<file path="src/rtl/gonso_multi_regbank.sv">
// gonso_multi_regbank: Wishbone register bank fronting NCH compute-core channels.
// Each channel snapshots its operand, runs a req/ready then result handshake, and reports status.
module gonso_multi_regbank #(
  parameter logic [31:0] BASE_ADDR = 32'h3003_0000,
  parameter int unsigned NCH       = 4,
  parameter int unsigned DW        = 20,
  parameter int unsigned TIMEOUT   = 1024
) (
  input  logic              clk,
  input  logic              rst_n,
  input  logic              wbs_cyc_i,
  input  logic              wbs_stb_i,
  input  logic [31:0]       wishbone_address,
  input  logic              wbs_we_i,
  input  logic [31:0]       wbs_dat_i,
  input  logic [3:0]        wbs_sel_i,
  output logic [31:0]       wbs_dat_o,
  output logic              wbs_ack_o,
  output logic [NCH*DW-1:0] core_in_o,
  output logic [NCH-1:0]    core_valid_o,
  input  logic [NCH-1:0]    core_ready_i,
  input  logic [NCH*DW-1:0] core_res_i,
  input  logic [NCH-1:0]    core_res_valid_i
);

  localparam logic [31:0] ID_VAL = 32'h474E_5302;
  localparam int unsigned CW     = (TIMEOUT > 1) ? $clog2(TIMEOUT) : 1;
  localparam int unsigned TLIM   = (TIMEOUT > 0) ? TIMEOUT - 1 : 0;
  localparam bit          TO_EN  = (TIMEOUT > 0);

  typedef enum logic [1:0] {
    S_IDLE = 2'd0,
    S_REQ  = 2'd1,
    S_WAIT = 2'd2
  } ch_state_e;

  // Registered state
  logic              ack_q, ack_d;
  logic [31:0]       dat_q, dat_d;
  logic [NCH-1:0]    auto_q, auto_d;
  logic [NCH-1:0]    done_q, done_d;
  logic [NCH-1:0]    to_q, to_d;
  logic [NCH-1:0]    ovr_q, ovr_d;
  logic [NCH-1:0]    valid_q, valid_d;
  logic [NCH*DW-1:0] cin_q, cin_d;
  logic [DW-1:0]     in_q  [NCH];
  logic [DW-1:0]     in_d  [NCH];
  logic [DW-1:0]     out_q [NCH];
  logic [DW-1:0]     out_d [NCH];
  logic [CW-1:0]     cnt_q [NCH];
  logic [CW-1:0]     cnt_d [NCH];
  ch_state_e         st_q  [NCH];
  ch_state_e         st_d  [NCH];

  // Decode and bus-side signals
  logic [31:0]       off;
  logic [29:0]       wrd;
  logic              acc, wr;
  logic [31:0]       wmask, wdat, rdata;
  logic              id_sel, ctrl_sel, stat_sel;
  logic [NCH-1:0]    in_sel, out_sel, busy, start_ev, tmo;
  logic              unused_bits;

  // Address decode, write mask and read mux; reads always see pre-edge values
  always_comb begin
    in_sel  = '0;
    out_sel = '0;
    busy    = '0;
    rdata   = '0;
    off     = wishbone_address - BASE_ADDR;
    wrd     = off[31:2];
    acc     = wbs_cyc_i & wbs_stb_i & ~ack_q;
    wr      = acc & wbs_we_i;
    for (int b = 0; b < 4; b++) begin
      wmask[b*8 +: 8] = {8{wbs_sel_i[b] & wr}};
    end
    wdat     = wbs_dat_i & wmask;
    id_sel   = (wrd == 30'd0);
    ctrl_sel = (wrd == 30'd1);
    stat_sel = (wrd == 30'd2);
    for (int k = 0; k < NCH; k++) begin
      in_sel[k]  = (wrd == 30'(4 + 2*k));
      out_sel[k] = (wrd == 30'(5 + 2*k));
      busy[k]    = (st_q[k] != S_IDLE);
    end
    if (id_sel)   rdata = ID_VAL;
    if (ctrl_sel) rdata = 32'(auto_q);
    if (stat_sel) rdata = {8'(ovr_q), 8'(to_q), 8'(done_q), 8'(busy)};
    for (int k = 0; k < NCH; k++) begin
      if (in_sel[k])  rdata = 32'(in_q[k]);
      if (out_sel[k]) rdata = 32'(out_q[k]);
    end
  end

  assign unused_bits = ^{off[1:0], wdat};

  // Bus handshake and software-written registers
  always_comb begin
    ack_d  = 1'b0;
    dat_d  = dat_q;
    auto_d = auto_q;
    in_d   = in_q;
    if (acc) begin
      ack_d = 1'b1;
      dat_d = rdata;
    end
    if (ctrl_sel) auto_d = (auto_q & ~wmask[NCH-1:0]) | wdat[NCH-1:0];
    for (int k = 0; k < NCH; k++) begin
      if (in_sel[k]) in_d[k] = (in_q[k] & ~wmask[DW-1:0]) | wdat[DW-1:0];
    end
  end

  // Channel FSMs: status W1C is applied first so any set on the same edge wins
  always_comb begin
    st_d     = st_q;
    cnt_d    = cnt_q;
    valid_d  = valid_q;
    cin_d    = cin_q;
    out_d    = out_q;
    start_ev = '0;
    tmo      = '0;
    done_d   = done_q;
    to_d     = to_q;
    ovr_d    = ovr_q;
    for (int k = 0; k < NCH; k++) begin
      if (stat_sel) begin
        done_d[k] = done_q[k] & ~wdat[8+k];
        to_d[k]   = to_q[k]   & ~wdat[16+k];
        ovr_d[k]  = ovr_q[k]  & ~wdat[24+k];
      end
      start_ev[k] = (ctrl_sel & wdat[8+k]) | (wr & in_sel[k] & auto_q[k]);
      tmo[k]      = TO_EN && (cnt_q[k] == CW'(TLIM));
      case (st_q[k])
        S_IDLE: begin
          if (start_ev[k]) begin
            cin_d[k*DW +: DW] = in_d[k];
            valid_d[k]        = 1'b1;
            done_d[k]         = 1'b0;
            cnt_d[k]          = '0;
            st_d[k]           = S_REQ;
          end
        end
        S_REQ: begin
          if (start_ev[k]) ovr_d[k] = 1'b1;
          if (tmo[k]) begin
            valid_d[k] = 1'b0;
            to_d[k]    = 1'b1;
            st_d[k]    = S_IDLE;
          end else begin
            cnt_d[k] = cnt_q[k] + CW'(1);
            if (core_ready_i[k]) begin
              valid_d[k] = 1'b0;
              st_d[k]    = S_WAIT;
            end
          end
        end
        S_WAIT: begin
          if (start_ev[k]) ovr_d[k] = 1'b1;
          if (core_res_valid_i[k]) begin
            out_d[k]  = core_res_i[k*DW +: DW];
            done_d[k] = 1'b1;
            st_d[k]   = S_IDLE;
          end else if (tmo[k]) begin
            to_d[k] = 1'b1;
            st_d[k] = S_IDLE;
          end else begin
            cnt_d[k] = cnt_q[k] + CW'(1);
          end
        end
        default: st_d[k] = S_IDLE;
      endcase
    end
  end

  // State registers
  always_ff @(posedge clk or negedge rst_n) begin
    if (!rst_n) begin
      ack_q   <= 1'b0;
      dat_q   <= '0;
      auto_q  <= '0;
      done_q  <= '0;
      to_q    <= '0;
      ovr_q   <= '0;
      valid_q <= '0;
      cin_q   <= '0;
      in_q    <= '{default: '0};
      out_q   <= '{default: '0};
      cnt_q   <= '{default: '0};
      st_q    <= '{default: S_IDLE};
    end else begin
      ack_q   <= ack_d;
      dat_q   <= dat_d;
      auto_q  <= auto_d;
      done_q  <= done_d;
      to_q    <= to_d;
      ovr_q   <= ovr_d;
      valid_q <= valid_d;
      cin_q   <= cin_d;
      in_q    <= in_d;
      out_q   <= out_d;
      cnt_q   <= cnt_d;
      st_q    <= st_d;
    end
  end

  assign wbs_ack_o    = ack_q;
  assign wbs_dat_o    = dat_q;
  assign core_valid_o = valid_q;
  assign core_in_o    = cin_q;

endmodule

</file>
<file path="config.mk">
export PLATFORM = sky130hd
export DESIGN_NAME = gonso_multi_regbank
export DESIGN_NICKNAME = d
export VERILOG_FILES = /design/src/rtl/gonso_multi_regbank.sv
export SDC_FILE = /design/constraint.sdc
export NUM_CORES = 1
export LEC_CHECK = 0
export CAP_MARGIN = 15
export CORE_ASPECT_RATIO = 0.6
export CORE_MARGIN = 2
export CORE_UTILIZATION = 60
export DETAILED_ROUTE_END_ITERATION = 6
export DONT_BUFFER_PORTS = 1
export PLACE_DENSITY = 0.73
export SLEW_MARGIN = 20
export SYNTH_ARGS = -nofsm -noshare
export SYNTH_HDL_FRONTEND = slang
export SYNTH_SLANG_ARGS = --single-unit
</file>
<file path="constraint.sdc">
create_clock -name clk -period 2.85 [get_ports clk]
set_input_delay 0.1425 -clock clk [delete_from_list [all_inputs] [get_ports clk]]
set_output_delay 0.1425 -clock clk [all_outputs]
set_load 0.01 [all_outputs]
</file>
==> impl_metrics.py <==
metrics = {
    "timing": {
        "worst_slack_ns": 0.101,
        "rsz0062_at_grt": "false",
        "period_share_pct": 96.4,
        "setup_viol_count_final": 0,
        "hold_viol_final": 334,
        "fmax_mhz": 364,
        "skew_ns": 0.0246,
        "relSlewSlack_pct": 22.1,
        "whs_ns": -0.747,
        "tns_ns": 0,
        "slew_violations": 0,
        "worst_pin_slew_ns": 1.17,
        "post-route-min-period_ns": 2.75,
    },
    "logic_synthesis": {
        "ys_ff_latch": 334,
        "async_reset_ff_share_pct": 100,
        "synth_top_flop_cell": "dfrtp_1",
        "synth_cells": 1581,
        "seq_area_frac_synth_pct": 51.0,
        "synthAdderAreaFrac_pct": 1.37,
        "synth_top_area_share_pct": 51.0,
        "synth_mux_area_share_pct": 12.2,
        "synth-xor-area-share_pct": 0,
        "synth_area_sq_um": 16400,
        "ys_warn_count": 0,
        "synth_compound_area_share_pct": 17.1,
        "synth_edf_count": 0,
        "yosysUniqueCellTypes": 84,
        "yosys-top-cells-area": "dfrtp_1, mux2_2, o21ai_0",
        "synth_top_cell_by_area": "dfrtp_1",
        "syn_area_per_cell_sq_um": 10.4,
        "synth-simple-area-share_pct": 14.3,
        "synth_top_family_by_area": "compound AO/OA/AOI/OAI gates",
    },
    "flow_run": {
        "drv_cap": 0,
    },
    "setup_path": {
        "startpoint": "wbs_ack_o$_DFF_PN0_",
        "startpoint_type": "flop",
        "path_class": "reg -> reg",
        "cp_data_arrival_time_ns": 3.23,
        "required_ns": 3.33,
        "end_kind": "flop",
        "critPathMaxFanout": 9,
        "r2r_start": "wbs_ack_o$_DFF_PN0_",
    },
    "final_layout": {
        "final_layout_size_suffix_gt1_share_pct": 17.9,
        "fin_cells": 2121,
        "layout_common_cells": "dfrtp_1, mux2_2, nand2_1",
        "areaGrowthSynthToFinish_pct": 18.8,
        "fin_nets": 1916,
        "utilization_pct": 73.1,
        "layout_commonest_cell": "dfrtp_1",
    },
    "cts": {
        "htreeDepth": 1,
        "clock_latency_ns": 0.61,
        "cts_root_buffer": "clkbuf_16",
        "clock_path_buffers": 3,
        "postCtsSetupRepairBufs": 0,
        "cts_buffers": 31,
        "clk_pin_slew_ns": 0.07,
        "cts.sinks": 334,
        "cts-resized-gates": 0,
        "cts_tree": "yes",
        "holdBufCountCts": 122,
    },
    "grt": {
        "grt_pass1_vias": 14000,
        "grt_usage_pct": 39.8,
        "grt_first_pass_wirelength_microns": 86300,
        "grt_max_degree": 335,
        "antenna_found_initial": 1,
        "gr-total-overflow": 0,
    },
    "die": {
        "start_util_pct": 61.5,
        "rows": 46,
        "chipWidth_microns": 217,
        "fp.dieH_microns": 132,
        "pin_count": 278,
        "die_area_sq_um": 28700,
        "core_area_sq_um": 26600,
    },
    "placed_design": {
        "gp_congestion": 1.01,
        "pre_cts_ws_ns": 0.203,
        "dp_hpwl_microns": 39500,
        "io_buffers": 0,
        "dp.cells": 1942,
    },
    "power_and_ir_drop": {
        "powerDensity_nw_per_um2": 508,
        "swShare_pct": 23.7,
        "vdd_drop_max_v": 0.000492,
        "p_leak_nw": 9.01,
        "clkPwrFrac_pct": 43.0,
        "power_switching_mw": 2.34,
        "p_comb_share_pct": 6.1,
        "p_int_mw": 7.55,
        "totalPowerFinal_mw": 9.89,
        "power_frac_seq_pct": 51.0,
    },
    "detailed_routing": {
        "vias": 14300,
        "ant_nets": 0,
        "via_per_inst": 6.74,
        "wl_per_cell_microns": 27.0,
        "drt-initial-drc-count": 1853,
        "dr.pass1.iters": 7,
        "drc": 2,
        "routed_wl_microns": 57300,
    },
    "min_path": {
        "hold_path.class": "in -> async",
    },
    "run_status": {
        "status": "finished, violations left",
        "violations": "design-rule violations, negative hold slack",
    },
}
## stage by stage
stage	cell area (sq um)	hold slack [ns]
after floorplan	16400	-0.153
after global placement	17200	-0.145
after detailed placement	17200	-0.145
after CTS	19500	-0.762
after global routing	19500	-0.761
final	19500	-0.747
## layout make-up
cell class / count / area, sq um
Timing Repair Buffer: 214 / 1990
Clock inverter: 11 / 134
Multi-Input combinational cell: 1093 / 7420
Sequential cell: 334 / 8360
Tap cell: 360 / 450
Inverter: 63 / 236
Fill cell: 1871 / 7180
Clock buffer: 43 / 881
Antenna cell: 3 / 7.51
## layer usage
layer	up-vias	share of wire, %	global-route usage, %
met4	0	2.9	11.2
li1	6079	-	-
met3	139	13	13.4
met2	937	43	58.5
met5	-	0	0
met1	7134	41	56.5
## flip-flops by register name, indices dropped and copies added (netlist names), named ones only
name and cells:
done_q 4, wbs_dat_o 25, st_q 8, ovr_q 4
cnt_q 40, wbs_ack_o 1, core_valid_o 4, out_q 80
core_in_o 80, in_q 80, to_q 4
## final timing paths
check / cells past startpoint / slack [ns] / end
max reg2reg: 8 / 0.10 / in_q[78]$_DFF_PN0_
min in group clk: 3 / 0.03 / done_q[1]$_DFF_PN0_
min reg2reg: 1 / 0.48 / ovr_q[1]$_DFF_PN0_
min: 0 / -0.75 / cnt_q[37]$_DFFE_PN0P_
max in group asynchronous: 0 / 2.66 / out_q[57]$_DFFE_PN0P_
max: 8 / 0.10 / in_q[78]$_DFF_PN0_
## critical path, cell delays in order (launching register included)
cell,delay [ns]
dfrtp_1,0.42
and4b_1,0.26
buf_4,0.17
buf_4,0.22
nand2_1,0.14
nor3_2,0.44
mux2i_1,0.32
dlygate4sd3_1,0.61
inv_1,0.04
## logic make-up after synthesis
family,Yosys count
and+or+nand+nor,463
AOI/OAI and AO/OA,427
DFF,334
muxes,179
buffers and inverters,159
adders and majority gates,18
other,1
## synthesized netlist by cell type (11+ instances only)
cell,count
o22ai_1,14
dfrtp_1,334
and3_1,11
or3_1,11
buf_2,13
o21a_1,11
mux2_2,146
a21oi_1,94
and2_1,12
nand4_1,18
o21ai_0,112
nor2b_1,13
clkbuf_1,68
mux2i_1,27
nand2b_1,12
nor3_1,17
a21o_1,27
ha_1,18
nand3_1,56
o211ai_1,25
inv_1,62
a211oi_1,21
a31oi_1,11
o31ai_1,17
nand2_1,136
nor2_1,117
## power groups by stage
stage / logic [mW] / clock network [mW] / registers [mW]
final: 0.600 / 4.25 / 5.04
after global routing: 0.634 / 4.47 / 5.06
after CTS: 0.584 / 4.25 / 5.03
after detailed placement: 0.414 / 0 / 5.12
after global placement: 0.397 / 0 / 5.11
after floorplan: 0.344 / 0 / 5.06
(Power assumes the default switching activity.)
